==> src/rtl/dial_pkg.sv <==
// Shared constants and state encoding for the dial tracker.
package dial_pkg;

  localparam int DIAL_SIZE         = 100;
  localparam int START_POS_DEFAULT = 50;

  localparam logic DIR_L = 1'b0;
  localparam logic DIR_R = 1'b1;

  typedef enum logic [1:0] {
    IDLE,
    RUN,
    DONE
  } state_t;

endpackage

==> src/rtl/bcd2bin_2d.sv <==
// Two-digit BCD to binary conversion; out-of-range digits are clamped to 9 and flagged.
module bcd2bin_2d (
  input  logic [7:0] bcd,
  output logic [6:0] bin,
  output logic       err
);

  logic [3:0] tens;
  logic [3:0] ones;

  always_comb begin
    tens = (bcd[7:4] > 4'd9) ? 4'd9 : bcd[7:4];
    ones = (bcd[3:0] > 4'd9) ? 4'd9 : bcd[3:0];
    err  = (bcd[7:4] > 4'd9) || (bcd[3:0] > 4'd9);
    bin  = 7'(tens) * 7'd10 + 7'(ones);
  end

endmodule

==> src/rtl/dial_tracker.sv <==
// Tracks the 0..99 dial position and counts clicks landing on zero, one rotation per handshake.
// Define DIAL_LAND_COUNT_EN to add land_count (rotations that finish exactly on zero).
module dial_tracker
  import dial_pkg::*;
#(
  parameter int COUNT_W   = 16,
  parameter int START_POS = START_POS_DEFAULT
) (
  input  logic               clk,
  input  logic               rst_n,
  input  logic               in_valid,
  output logic               in_ready,
  input  logic               in_dir,
  input  logic [3:0]         in_mod,
  input  logic [7:0]         in_val,
  input  logic               in_last,
  input  logic               restart,
  output logic [6:0]         pos_bin,
  output logic [COUNT_W-1:0] zero_count,
`ifdef DIAL_LAND_COUNT_EN
  output logic [COUNT_W-1:0] land_count,
`endif
  output logic               bcd_err,
  output logic               done
);

  state_t state, state_nxt;

  logic       accept;
  logic [6:0] m_bin;
  logic       digit_err;

  logic       s1_valid;
  logic       s1_dir;
  logic       s1_last;
  logic [3:0] s1_h;
  logic [6:0] s1_m;

  logic [7:0]         sum_r;
  logic               wrap_r;
  logic               cross_l;
  logic [6:0]         pos_new;
  logic [4:0]         inc;
  logic [COUNT_W:0]   zc_sum;
  logic [COUNT_W-1:0] zc_next;

  assign in_ready = (state == RUN);
  assign accept   = in_valid && in_ready;

  bcd2bin_2d u_bcd (
    .bcd (in_val),
    .bin (m_bin),
    .err (digit_err)
  );

  always_ff @(posedge clk or negedge rst_n) begin
    if (!rst_n) state <= IDLE;
    else        state <= state_nxt;
  end

  always_comb begin
    state_nxt = state;
    case (state)
      IDLE:    state_nxt = RUN;
      RUN:     if (accept && in_last) state_nxt = DONE;
      DONE:    state_nxt = DONE;
      default: state_nxt = IDLE;
    endcase
    if (restart) state_nxt = IDLE;
  end

  // Stage 2 arithmetic: a left turn crosses zero only if it starts off zero and reaches it.
  assign sum_r   = {1'b0, pos_bin} + {1'b0, s1_m};
  assign wrap_r  = (sum_r >= 8'(DIAL_SIZE));
  assign cross_l = (pos_bin != 7'd0) && (s1_m >= pos_bin) && (s1_m != 7'd0);

  always_comb begin
    pos_new = pos_bin;
    inc     = {1'b0, s1_h};
    if (s1_dir == DIR_R) begin
      pos_new = wrap_r ? 7'(sum_r - 8'(DIAL_SIZE)) : sum_r[6:0];
      inc     = {1'b0, s1_h} + {4'd0, wrap_r};
    end else begin
      pos_new = (s1_m > pos_bin) ? (pos_bin - s1_m + 7'(DIAL_SIZE)) : (pos_bin - s1_m);
      inc     = {1'b0, s1_h} + {4'd0, cross_l};
    end
  end

  assign zc_sum  = {1'b0, zero_count} + (COUNT_W+1)'(inc);
  assign zc_next = zc_sum[COUNT_W] ? '1 : zc_sum[COUNT_W-1:0];

  // Restart outranks accept and flushes stage 1 along with all results.
  always_ff @(posedge clk or negedge rst_n) begin
    if (!rst_n) begin
      s1_valid   <= 1'b0;
      s1_dir     <= 1'b0;
      s1_last    <= 1'b0;
      s1_h       <= 4'd0;
      s1_m       <= 7'd0;
      pos_bin    <= 7'(START_POS);
      zero_count <= '0;
      bcd_err    <= 1'b0;
      done       <= 1'b0;
    end else if (restart) begin
      s1_valid   <= 1'b0;
      s1_dir     <= 1'b0;
      s1_last    <= 1'b0;
      s1_h       <= 4'd0;
      s1_m       <= 7'd0;
      pos_bin    <= 7'(START_POS);
      zero_count <= '0;
      bcd_err    <= 1'b0;
      done       <= 1'b0;
    end else begin
      s1_valid <= accept;
      if (accept) begin
        s1_dir  <= in_dir;
        s1_h    <= in_mod;
        s1_m    <= m_bin;
        s1_last <= in_last;
        if (digit_err) bcd_err <= 1'b1;
      end
      if (s1_valid) begin
        pos_bin    <= pos_new;
        zero_count <= zc_next;
        if (s1_last) done <= 1'b1;
      end
    end
  end

`ifdef DIAL_LAND_COUNT_EN
  logic [COUNT_W:0] lc_sum;

  assign lc_sum = {1'b0, land_count} + (COUNT_W+1)'(1);

  always_ff @(posedge clk or negedge rst_n) begin
    if (!rst_n) begin
      land_count <= '0;
    end else if (restart) begin
      land_count <= '0;
    end else if (s1_valid && (pos_new == 7'd0)) begin
      land_count <= lc_sum[COUNT_W] ? '1 : lc_sum[COUNT_W-1:0];
    end
  end
`endif

endmodule

==> config.mk <==
export PLATFORM = sky130hd
export DESIGN_NAME = dial_tracker
export DESIGN_NICKNAME = d
export VERILOG_FILES = /design/src/rtl/dial_pkg.sv /design/src/rtl/bcd2bin_2d.sv /design/src/rtl/dial_tracker.sv
export SDC_FILE = /design/constraint.sdc
export NUM_CORES = 1
export LEC_CHECK = 0
export CAP_MARGIN = 40
export CELL_PAD_IN_SITES_DETAIL_PLACEMENT = 0
export CELL_PAD_IN_SITES_GLOBAL_PLACEMENT = 2
export CORE_MARGIN = 3
export CORE_UTILIZATION = 30
export DETAILED_ROUTE_END_ITERATION = 10
export MAX_ROUTING_LAYER = met4
export PLACE_DENSITY_LB_ADDON = 0.1
export SLEW_MARGIN = 20
export SYNTH_ARGS = -nofsm -noshare
export SYNTH_HDL_FRONTEND = slang
export SYNTH_HIERARCHICAL = 1
export SYNTH_SLANG_ARGS = --single-unit
==> constraint.sdc <==
create_clock -name clk -period 5.11 [get_ports clk]
set_input_delay 1.533 -clock clk [delete_from_list [all_inputs] [get_ports clk]]
set_output_delay 1.533 -clock clk [all_outputs]
set_load 0.05 [all_outputs]
==> PnR_summary.wiki <==
{| class="wikitable"
! Metric !! Value
|-
| Proportion of synthesized flip-flops having asynchronous set or reset || 100%
|-
| DIE HEIGHT || 114 um
|-
| Count of pins over their slew limit || 0
|-
| Final total power || 1.31 mW
|-
| Count of endpoints failing setup in the final report || 0
|-
| Number of distinct library cell variants in the gate-level netlist after synthesis || 68
|-
| Number of post-CTS setup repair buffers || 0
|-
| Critical Path RT || 5.23 ns
|-
| Cell area power density || 308 mW/mm^2
|-
| Final design instance area without fill || 0.00425 sq mm
|-
| Min-delay worst type || reg -> reg
|-
| Count of synthesis-stage warnings from yosys || 6
|-
| Full die area || 0.0130 sq mm
|-
| Largest stage delay, worst path || 0.56 ns
|-
| Setup repair after global routing missed its margin || no
|-
| CP max stage cell || sky130_fd_sc_hd__dfstp_2
|-
| Root Buffer Master || sky130_fd_sc_hd__clkbuf_16
|-
| Fmax achieved || 211 MHz
|-
| Count of vias placed by the detailed router || 2,988
|-
| Syn_nets || 464
|-
| GPL Wtd Cong || 0.842
|-
| Rel. slew slack || 53.8%
|-
| CTS Sinks || 41
|-
| Arrival time reported for the critical path endpoint || 4.85 ns
|-
| Total track usage || 15.6%
|-
| TritonCTS clock tree || built
|-
| Deepest level of the CTS H-tree || 2
|-
| Number of remaining DRC errors || 0
|-
| Post-route fraction of the period consumed by the critical path || 92.5%
|-
| Largest clock skew in the final design || 0.00885 ns
|-
| Initial antenna violation count || 0
|-
| Hold Violations, Final || 0
|-
| First-pass GRT wire length || 15,900 um
|-
| Actual transition at the worst max-transition pin || 0.691 ns
|-
| Dominant register cell in the synthesized netlist || sky130_fd_sc_hd__dfrtp_1
|-
| Max Root-Sink Buffers || 2
|-
| Count of hold buffers inserted by post-cts repair || 0
|-
| Clock buffer count from CTS || 5
|-
| Aggregate routed wire length || 9410 um
|-
| HPWL reported at the end of detailed placement || 7450 um
|-
| Floorplan row count || 38
|-
| Wire length per cell || 15.9 um
|-
| Finished Core Util || 38.2%
|-
| Launching instance or port of the critical path || pos_bin[1]
|-
| VDD IR max || 0.000161 V
|-
| Run status || finished, final reports clean
|-
| Post-route ant nets || 0
|-
| Diodes inserted || 0
|-
| Multi-input logic area || 0.00228 sq mm
|-
| Share of cells above drive strength 1 || 8.63%
|-
| Part of the Yosys area used for sequential elements || 29.5%
|-
| Critical setup path kind || reg -> reg
|-
| Final-layout fill cell count || 1,169
|-
| Synthesized instance count || 411
|-
| Growth of design area from synthesis to finish || 21.6%
|-
| Category of the worst setup path capture point || flip-flop
|-
| Vias in the first global route || 3,057
|-
| Number of I/O port buffers || 43
|-
| Leakage power || 1.78 nW
|-
| Count of pins on the block boundary || 44
|-
| Most common cell after layout, fill and taps aside || sky130_fd_sc_hd__nand2_1
|-
| Max-cap violations || 0
|-
| Fin Hold WS || 0.507 ns
|-
| Most used cell along the critical path || sky130_fd_sc_hd__ha_1
|-
| Post-Route Setup TNS || 0 ns
|-
| Min Tclk post-route || 4.73 ns
|-
| Reg2reg start || pos_bin[1]
|-
| Area of the mapped netlist || 0.00349 sq mm
|-
| Total number of nets in the final design || 505
|-
| First-pass DRT Iterations || 4
|-
| Clock transition at the registers of the reported paths || 0.06 ns
|-
| Startpoint kind of the worst setup timing path || flip-flop
|-
| Effective utilization at floorplan || 31.4%
|-
| Sequential cell area || 0.00103 sq mm
|-
| Horizontal die dimension || 114 um
|-
| Number of violations reported at the end of detailed-routing iteration 0 || 118
|-
| DP Area || 0.00409 sq mm
|-
| Gr ovfl total || 0
|-
| Maximum number of pins on one net before global-route repair || 30
|-
| Cells traversed along the worst timing path || inv_1, fa_1, or2_1, a211o_1, a211oi_4, a31oi_1, o21ai_0, ha_1, ha_1, xor2_1, ha_1, nor2b_1, o21ai_1, a21oi_2, o211ai_1, buf_4, nand2_1, nor2_1, a211oi_1
|-
| Top library cells by usage in the layout, fill and taps aside || 47 x sky130_fd_sc_hd__nand2_1, 42 x sky130_fd_sc_hd__clkdlybuf4s50_1, 38 x sky130_fd_sc_hd__dfrtp_1
|-
| Post-synthesis sequential element count || 41
|-
| Worst-skew pair later-pin latency || 0.28 ns
|-
| Hold_sp || done
|-
| Routed via count divided by cell count || 5.05
|-
| Number of flops mapped to enable cells by yosys || 0
|-
| Area inside the core boundary || 0.0111 sq mm
|-
| Mean post-synth cell area || 8.50 sq um
|-
| Largest fanout on the critical path || 15
|}
## sequential cells by signal (all words and copies together) (netlist names)
register    cells
s1_last         1
state           2
done            1
s1_m            7
pos_bin         7
s1_valid        1
s1_dir          1
bcd_err         1
s1_h            4
zero_count     16
## cells in the mapped netlist, drive strengths merged, types with 4 or more instances
library cell | instances | area share, %
xor2 | 9 | 2.3
nand2 | 47 | 5.1
xnor2 | 13 | 3.5
mux2i | 7 | 2.0
buf | 8 | 1.5
clkbuf | 11 | 1.2
and2 | 4 | 0.72
nor2 | 29 | 3.1
ha | 31 | 11
nand3 | 14 | 2.0
and3 | 4 | 0.72
a311oi | 5 | 1.3
inv | 29 | 3.3
dfrtp | 38 | 27
a21oi | 39 | 5.8
o21ai | 21 | 3.2
nor2b | 9 | 1.6
nor3 | 6 | 1.1
a31oi | 4 | 0.72
a21o | 4 | 0.86
o211ai | 5 | 1.2
nand2b | 7 | 1.3
nand4 | 5 | 0.90
a211oi | 11 | 2.5
fa | 4 | 2.3
## routing by layer
layer	part of all wire [%]	vias up	wire length, um	global-route usage, %
met1	50	1401	4680	21.4
met4	0.53	0	50	3.25
met3	2.7	4	250	1.80
li1	-	1539	-	-
met5	0	-	0	-
met2	47	44	4430	24.9
## cell families after synthesis
| group | Yosys count | synth area share (%) |
|---|---|---|
| mux | 8 | 2.33 |
| xor+xnor | 22 | 5.73 |
| flops | 41 | 29.5 |
| simple gates | 142 | 20.3 |
| compound gates | 115 | 22.9 |
| buf+inv | 48 | 5.95 |
| fa+ha+maj | 35 | 13.4 |
## worst paths after layout
path | end | depth (start not counted) | slack (ns)
worst max-delay path | zero_count[9] | 19 | 0.38
worst min-delay path | done | 2 | 0.51
worst max register to register | zero_count[9] | 19 | 0.38
worst min register to register | done | 2 | 0.51
max in group asynchronous | pos_bin[1] | 2 | 3.37
min in group asynchronous | s1_m[2] | 1 | 1.17
## critical path, delay by kind of cell (launching register included)
kind | cells | cell delay [ns]
AOI/OAI and AO/OA | 8 | 1.58
xor gates and xnor gates | 1 | 0.16
adders and majority gates | 4 | 1.20
buffers and inverters | 2 | 0.35
DFF | 1 | 0.56
and+or+nand+nor | 4 | 0.73
## power by group
part           switching (mW)  internal [mW]
Clock                   0.127          0.179
Sequential             0.0337          0.359
Combinational           0.369          0.238
## repair_timing
action	4_1_cts	5_1_grt
hold endpoints to repair	0	0
endpoints found under the setup margin	0	8
resized for setup	0	4
## cell type report
type,count,share of cell area [%]
timing repair buffer,53,12.1
clock buffer,6,3.03
inverter,29,2.68
multi-input combinational,322,53.6
sequential,41,24.2
clock inverter,1,0.206
tap,140,4.12
## through the flow
step                      setup WS, ns  instances
final                            0.381        592
after global routing            0.0121        592
after CTS                        0.284        592
after detailed placement         0.332        585
after global placement           0.406        584
after floorplan                  0.473        411
No activity file was read; power rests on OpenSTA's default activity.
